**src/rtl/sram_access_arbiter.sv**
```systemverilog
// Shares one external SRAM port between the M1 and M2 engines, one owner at a time, round-robin with a burst cap.
// Latency: an accepted command reaches the SRAM pins one edge later; its read data is flagged valid READ_LATENCY+1 cycles after acceptance.
// Backpressure: a requester holds req until granted; an owner change costs one dead cycle; the burst cap only bites under contention.
module sram_access_arbiter #(
    parameter int ADDRESS_WIDTH = 18,
    parameter int DATA_WIDTH    = 16,
    parameter int READ_LATENCY  = 2,
    parameter int MAX_BURST     = 64
) (
    input  logic                     Clock,
    input  logic                     Resetn,

    input  logic                     M1_req,
    input  logic [ADDRESS_WIDTH-1:0] M1_address,
    input  logic [DATA_WIDTH-1:0]    M1_write_data,
    input  logic                     M1_we_n,
    output logic                     M1_grant,
    output logic [DATA_WIDTH-1:0]    M1_read_data,
    output logic                     M1_read_valid,

    input  logic                     M2_req,
    input  logic [ADDRESS_WIDTH-1:0] M2_address,
    input  logic [DATA_WIDTH-1:0]    M2_write_data,
    input  logic                     M2_we_n,
    output logic                     M2_grant,
    output logic [DATA_WIDTH-1:0]    M2_read_data,
    output logic                     M2_read_valid,

    output logic [ADDRESS_WIDTH-1:0] SRAM_address,
    output logic [DATA_WIDTH-1:0]    SRAM_write_data,
    output logic                     SRAM_we_n,
    input  logic [DATA_WIDTH-1:0]    SRAM_read_data
);

    localparam int BCW = $clog2(MAX_BURST + 1);
    localparam logic [BCW:0]   BURST_LIM = (BCW + 1)'(MAX_BURST);
    localparam logic [BCW-1:0] BURST_MAX = BCW'(MAX_BURST);

    typedef enum logic [1:0] {IDLE, GRANT_M1, GRANT_M2, SWITCH} state_t;
    typedef enum logic {OWNER_M1 = 1'b0, OWNER_M2 = 1'b1} owner_t;

    typedef struct packed {
        logic [ADDRESS_WIDTH-1:0] address;
        logic [DATA_WIDTH-1:0]    write_data;
        logic                     we_n;
    } sram_cmd_t;

    typedef struct packed {
        logic   vld;
        owner_t id;
    } rd_tag_t;

    state_t         state, state_nxt;
    owner_t         last_owner, last_owner_nxt;
    owner_t         cur_owner;
    logic [BCW-1:0] burst_count, burst_count_nxt, burst_sat;
    logic [BCW:0]   burst_inc;
    logic           burst_last;
    logic           own_req, other_req;
    logic           accept_m1, accept_m2, accept;
    sram_cmd_t      m1_cmd, m2_cmd, acc_cmd;
    rd_tag_t        tag_in;
    rd_tag_t        tag_pipe [READ_LATENCY];

    assign m1_cmd    = '{address: M1_address, write_data: M1_write_data, we_n: M1_we_n};
    assign m2_cmd    = '{address: M2_address, write_data: M2_write_data, we_n: M2_we_n};

    assign accept_m1 = (state == GRANT_M1) && M1_req;
    assign accept_m2 = (state == GRANT_M2) && M2_req;
    assign accept    = accept_m1 || accept_m2;
    assign acc_cmd   = accept_m2 ? m2_cmd : m1_cmd;

    assign cur_owner = (state == GRANT_M2) ? OWNER_M2 : OWNER_M1;
    assign own_req   = (state == GRANT_M2) ? M2_req : M1_req;
    assign other_req = (state == GRANT_M2) ? M1_req : M2_req;

    // burst_last flags the accept that uses up the tenure; the count itself saturates at the cap
    assign burst_inc  = {1'b0, burst_count} + {{BCW{1'b0}}, 1'b1};
    assign burst_last = burst_inc >= BURST_LIM;
    assign burst_sat  = burst_last ? BURST_MAX : burst_inc[BCW-1:0];

    assign M1_grant     = (state == GRANT_M1);
    assign M2_grant     = (state == GRANT_M2);
    assign M1_read_data = SRAM_read_data;
    assign M2_read_data = SRAM_read_data;

    always_comb begin
        state_nxt      = state;
        last_owner_nxt = last_owner;
        unique case (state)
            IDLE: begin
                if (M1_req && M2_req) begin
                    state_nxt = (last_owner == OWNER_M2) ? GRANT_M1 : GRANT_M2;
                end else if (M1_req) begin
                    state_nxt = GRANT_M1;
                end else if (M2_req) begin
                    state_nxt = GRANT_M2;
                end
            end
            GRANT_M1, GRANT_M2: begin
                if (!own_req || (burst_last && other_req)) begin
                    state_nxt      = other_req ? SWITCH : IDLE;
                    last_owner_nxt = cur_owner;
                end
            end
            SWITCH: begin
                // the side that did not just own the port gets first refusal
                if (last_owner == OWNER_M1) begin
                    if (M2_req)      state_nxt = GRANT_M2;
                    else if (M1_req) state_nxt = GRANT_M1;
                    else             state_nxt = IDLE;
                end else begin
                    if (M1_req)      state_nxt = GRANT_M1;
                    else if (M2_req) state_nxt = GRANT_M2;
                    else             state_nxt = IDLE;
                end
            end
            default: state_nxt = IDLE;
        endcase
    end

    always_comb begin
        burst_count_nxt = burst_count;
        if ((state == IDLE || state == SWITCH) &&
            (state_nxt == GRANT_M1 || state_nxt == GRANT_M2)) begin
            burst_count_nxt = '0;
        end else if (accept) begin
            burst_count_nxt = burst_sat;
        end
    end

    always_ff @(posedge Clock or negedge Resetn) begin
        if (!Resetn) begin
            state       <= IDLE;
            last_owner  <= OWNER_M2;
            burst_count <= '0;
        end else begin
            state       <= state_nxt;
            last_owner  <= last_owner_nxt;
            burst_count <= burst_count_nxt;
        end
    end

    always_ff @(posedge Clock or negedge Resetn) begin
        if (!Resetn) begin
            SRAM_address    <= '0;
            SRAM_write_data <= '0;
            SRAM_we_n       <= 1'b1;
        end else if (accept) begin
            SRAM_address    <= acc_cmd.address;
            SRAM_write_data <= acc_cmd.write_data;
            SRAM_we_n       <= acc_cmd.we_n;
        end else begin
            SRAM_we_n       <= 1'b1;
        end
    end

    // one tag per edge keeps each read aligned with its data, across owner changes
    assign tag_in = '{vld: accept && acc_cmd.we_n, id: accept_m2 ? OWNER_M2 : OWNER_M1};

    always_ff @(posedge Clock or negedge Resetn) begin
        if (!Resetn) begin
            for (int i = 0; i < READ_LATENCY; i++) begin
                tag_pipe[i] <= '0;
            end
            M1_read_valid <= 1'b0;
            M2_read_valid <= 1'b0;
        end else begin
            tag_pipe[0] <= tag_in;
            for (int i = 1; i < READ_LATENCY; i++) begin
                tag_pipe[i] <= tag_pipe[i-1];
            end
            M1_read_valid <= tag_pipe[READ_LATENCY-1].vld && (tag_pipe[READ_LATENCY-1].id == OWNER_M1);
            M2_read_valid <= tag_pipe[READ_LATENCY-1].vld && (tag_pipe[READ_LATENCY-1].id == OWNER_M2);
        end
    end

endmodule

```
**config.mk**
```make
export PLATFORM = sky130hd
export DESIGN_NAME = sram_access_arbiter
export DESIGN_NICKNAME = d
export VERILOG_FILES = /design/src/rtl/sram_access_arbiter.sv
export SDC_FILE = /design/constraint.sdc
export NUM_CORES = 1
export LEC_CHECK = 0
export ABC_AREA = 1
export CORE_MARGIN = 3
export CORE_UTILIZATION = 41
export DETAILED_ROUTE_END_ITERATION = 7
export GPL_TIMING_DRIVEN = 0
export HOLD_SLACK_MARGIN = 0.12
export PLACE_DENSITY_LB_ADDON = 0.3
export SLEW_MARGIN = 10
export SYNTH_ARGS = -nofsm -noshare
export SYNTH_HDL_FRONTEND = slang
export SYNTH_SLANG_ARGS = --single-unit
```
**constraint.sdc**
```tcl
create_clock -name Clock -period 4.7 [get_ports Clock]
set_input_delay 0.47 -clock Clock [delete_from_list [all_inputs] [get_ports Clock]]
set_output_delay 0.47 -clock Clock [all_outputs]
set_load 0.03 [all_outputs]
```
==> out/summary.txt <==
Pin count of the biggest net entering global routing -> 27
Wire per inst -> 13.81 um
Layout Area Growth over Synthesis -> 60.24%
ANT nets after route -> 0
Clock sink total -> 51
TritonCTS clock tree -> yes
Crit share post-route -> 0.4849
Fin worst setup slack -> 2.421 ns
CP arrival -> 1.81 ns
Clock slew at reported path FFs -> 0.10 ns
Core area -> 6386 um^2
Width of the chip -> 87.44 um
Remaining Overflow, GRT -> 0
Hold WC Path Type -> input pin to async pin
Max-Slew Margin vs Limit -> 0.5780
Post-Syn Instances -> 343
Synthesis Warnings -> 0
Max-cap violations -> 0
Num rows -> 29
Pwr Density -> 543.6 nW/um^2
Gpl congestion -> 0.8525
HPWL Detailed -> 6247 um
Crit path capture type -> output port
Number of antenna violations at the first check in global routing -> 0
Total number of vias -> 2774
Setup-failing EPs final -> 0
# Post-CTS Setup Buffers -> 0
Startpoint Class -> register
Worst-skew pair later-pin latency -> 0.31 ns
Antenna diodes -> 0
Chip Height -> 87.44 um
Setup CP Type -> register to output port
Via density -> 4.841
Initial core utilization -> 0.4257
Fraction of layout cells with a size suffix above 1 -> 0.1169
I/O Buffers -> 144
Worst Skew -> 0.01044 ns
CTS buffer count -> 5
Worst slew pin tran -> 0.6331 ns
Worst path bufs/invs -> 2
Setup_tns -> 0 ns
Maximum vdd ir drop -> 325.9 uV
Die Footprint -> 7645 um^2
Mapped Nets -> 438
Largest buffer count on any clock path -> 2
Leakage -> 2.011 nW
Tmin final -> 2.279 ns
Sequential fraction of the synthesis area -> 0.4703
Fin. Hold Viols -> 0
CP max stage delay -> 0.70 ns
GR Util All Layers -> 0.2032
Nets -> 590
Pre-CTS setup slack -> 2.252 ns
H-tree Lvls -> 2
Slowest CP cell -> clkdlybuf4s50_1
WL final -> 7914 um
Post-synth cell types -> 22
Synth Area per Inst -> 7.927 um^2
Vias in the first global route -> 2734
Drt drc -> 0
Slew Viols, Final -> 0
Post-CTS Hold Buffers -> 0
Detailed Route Iter0 Violations -> 124
Status -> finished, final reports clean
WP data required -> 4.23 ns
Root Buffer -> clkbuf_8
First-pass GRT wire length -> 12440 um
Crit path max-delay family -> buffers and inverters
Mapped Area -> 2719 um^2
Pre-Repair DR Iteration Count -> 4
PostCTS Resize Cnt -> 0
RSZ-0062 raised after global routing -> false
Synthesis-stage register bit count -> 51
Worst-path cell chain -> inv_1, ha_1, clkdlybuf4s50_1
Layout Utilization -> 0.6822
Fmax -> 438.8 MHz
Io pins -> 161
Max Fanout on Critical Path -> 4
## layout by cell type, fill, tap and decap left out, drive strengths merged
cell           instances
nand2                 95
a31oi                 25
o21bai                 1
buf                   40
clkbuf                14
clkinv                 1
dfrtp                 49
nor3                   3
clkdlybuf4s50        143
ha                     5
dfstp                  2
mux2i                  1
o21ai                 20
a211oi                 1
a21oi                 11
xor2                   2
nor2                  47
clkinvlp               1
nand3                  8
inv                   27
## routing by layer
metal,vias up,wire [um],global-route usage
met4,0,88,0.05021
met2,130,3949,0.3630
li1,1367,-,-
met3,7,718,0.04636
met5,-,0,0
met1,1270,3157,0.2458
## worst reg2reg max path, stage by stage, from the launching register on
cell and delay, ns:
dfrtp_1 0.43, inv_1 0.12, ha_1 0.25, nand2_2 0.23
inv_2 0.23, nor2_1 0.07, inv_1 0.09, nand3_1 0.09
nand2_1 0.06, nand2_1 0.07, nand2_1 0.08, nand2_2 0.06
nand2_2 0.08, nand3_4 0.12, nand2_1 0.09, inv_1 0.04
## logic make-up after synthesis
family,synth area share
compound gates,0.1215
xor+xnor,0.006444
fa+ha+maj,0.02301
buf+inv,0.1477
flops,0.4703
mux,0.003682
simple gates,0.2273
## through the flow
step / hold slack, ns / instance area, um^2 / instances / power, W
after floorplan: 0.1744 / 2719 / 343 / 0.001567
after global placement: 0.3342 / 4257 / 564 / 0.002099
after detailed placement: 0.3395 / 4272 / 565 / 0.002137
after CTS: 0.1861 / 4357 / 573 / 0.002387
after global routing: 0.2073 / 4357 / 573 / 0.002535
final: 0.1694 / 4357 / 573 / 0.002368
## report_power, final
part / total (W) / internal (W) / switching [W] / leakage, nW
Sequential: 0.000718 / 0.000623 / 0.0000947 / 0.611
Combinational: 0.00140 / 0.000558 / 0.000845 / 1.36
Clock: 0.000247 / 0.000104 / 0.000143 / 0.0412
Total: 0.00237 / 0.00129 / 0.00108 / 2.01
## path summary, 6_finish.rpt
path | from | to | slack (ns) | depth (start not counted)
max in group asynchronous | Resetn | last_owner | 3.88 | 2
worst max-delay path | state[0] | M2_grant | 2.42 | 3
worst min register to register | tag_pipe[2] | tag_pipe[0] | 0.35 | 0
min in group Clock | tag_pipe[2] | tag_pipe[0] | 0.35 | 0
worst min-delay path | Resetn | SRAM_address[3] | 0.17 | 1
worst max register to register | state[0] | burst_count[6] | 2.50 | 15
## layout make-up
| type | count | area [um^2] |
|---|---|---|
| Clock buffer | 6 | 72.57 |
| Buffer | 46 | 300.3 |
| Multi-Input combinational cell | 219 | 1039 |
| Inverter | 27 | 101.3 |
| Timing Repair Buffer | 145 | 1456 |
| Clock inverter | 2 | 12.51 |
| Tap cell | 77 | 96.34 |
| Sequential cell | 51 | 1279 |
| Fill cell | 514 | 2029 |
## registers in the layout (all words and copies together), names as in the netlist
name / cells
state: 2
burst_count: 7
SRAM_write_data: 16
M1_read_valid: 1
last_owner: 1
SRAM_address: 18
tag_pipe: 4
SRAM_we_n: 1
M2_read_valid: 1
## cell usage after synthesis
cell type | n | share of area
nand2_1 | 90 | 0.12
dfrtp_1 | 49 | 0.45
nor2_1 | 47 | 0.065
buf_4 | 32 | 0.088
inv_1 | 26 | 0.036
a31oi_1 | 25 | 0.058
o21ai_0 | 20 | 0.037
a21oi_1 | 11 | 0.020
clkbuf_1 | 8 | 0.011
buf_2 | 6 | 0.011
nand3_1 | 6 | 0.011
ha_1 | 5 | 0.023
nand2_2 | 5 | 0.012
nor3_1 | 3 | 0.0055
dfstp_2 | 2 | 0.019
xor2_1 | 2 | 0.0064
a211oi_1 | 1 | 0.0028
inv_2 | 1 | 0.0014
mux2i_1 | 1 | 0.0037
nand3_2 | 1 | 0.0037
nand3_4 | 1 | 0.0064
o21bai_2 | 1 | 0.0041
(Power assumes the default switching activity.)
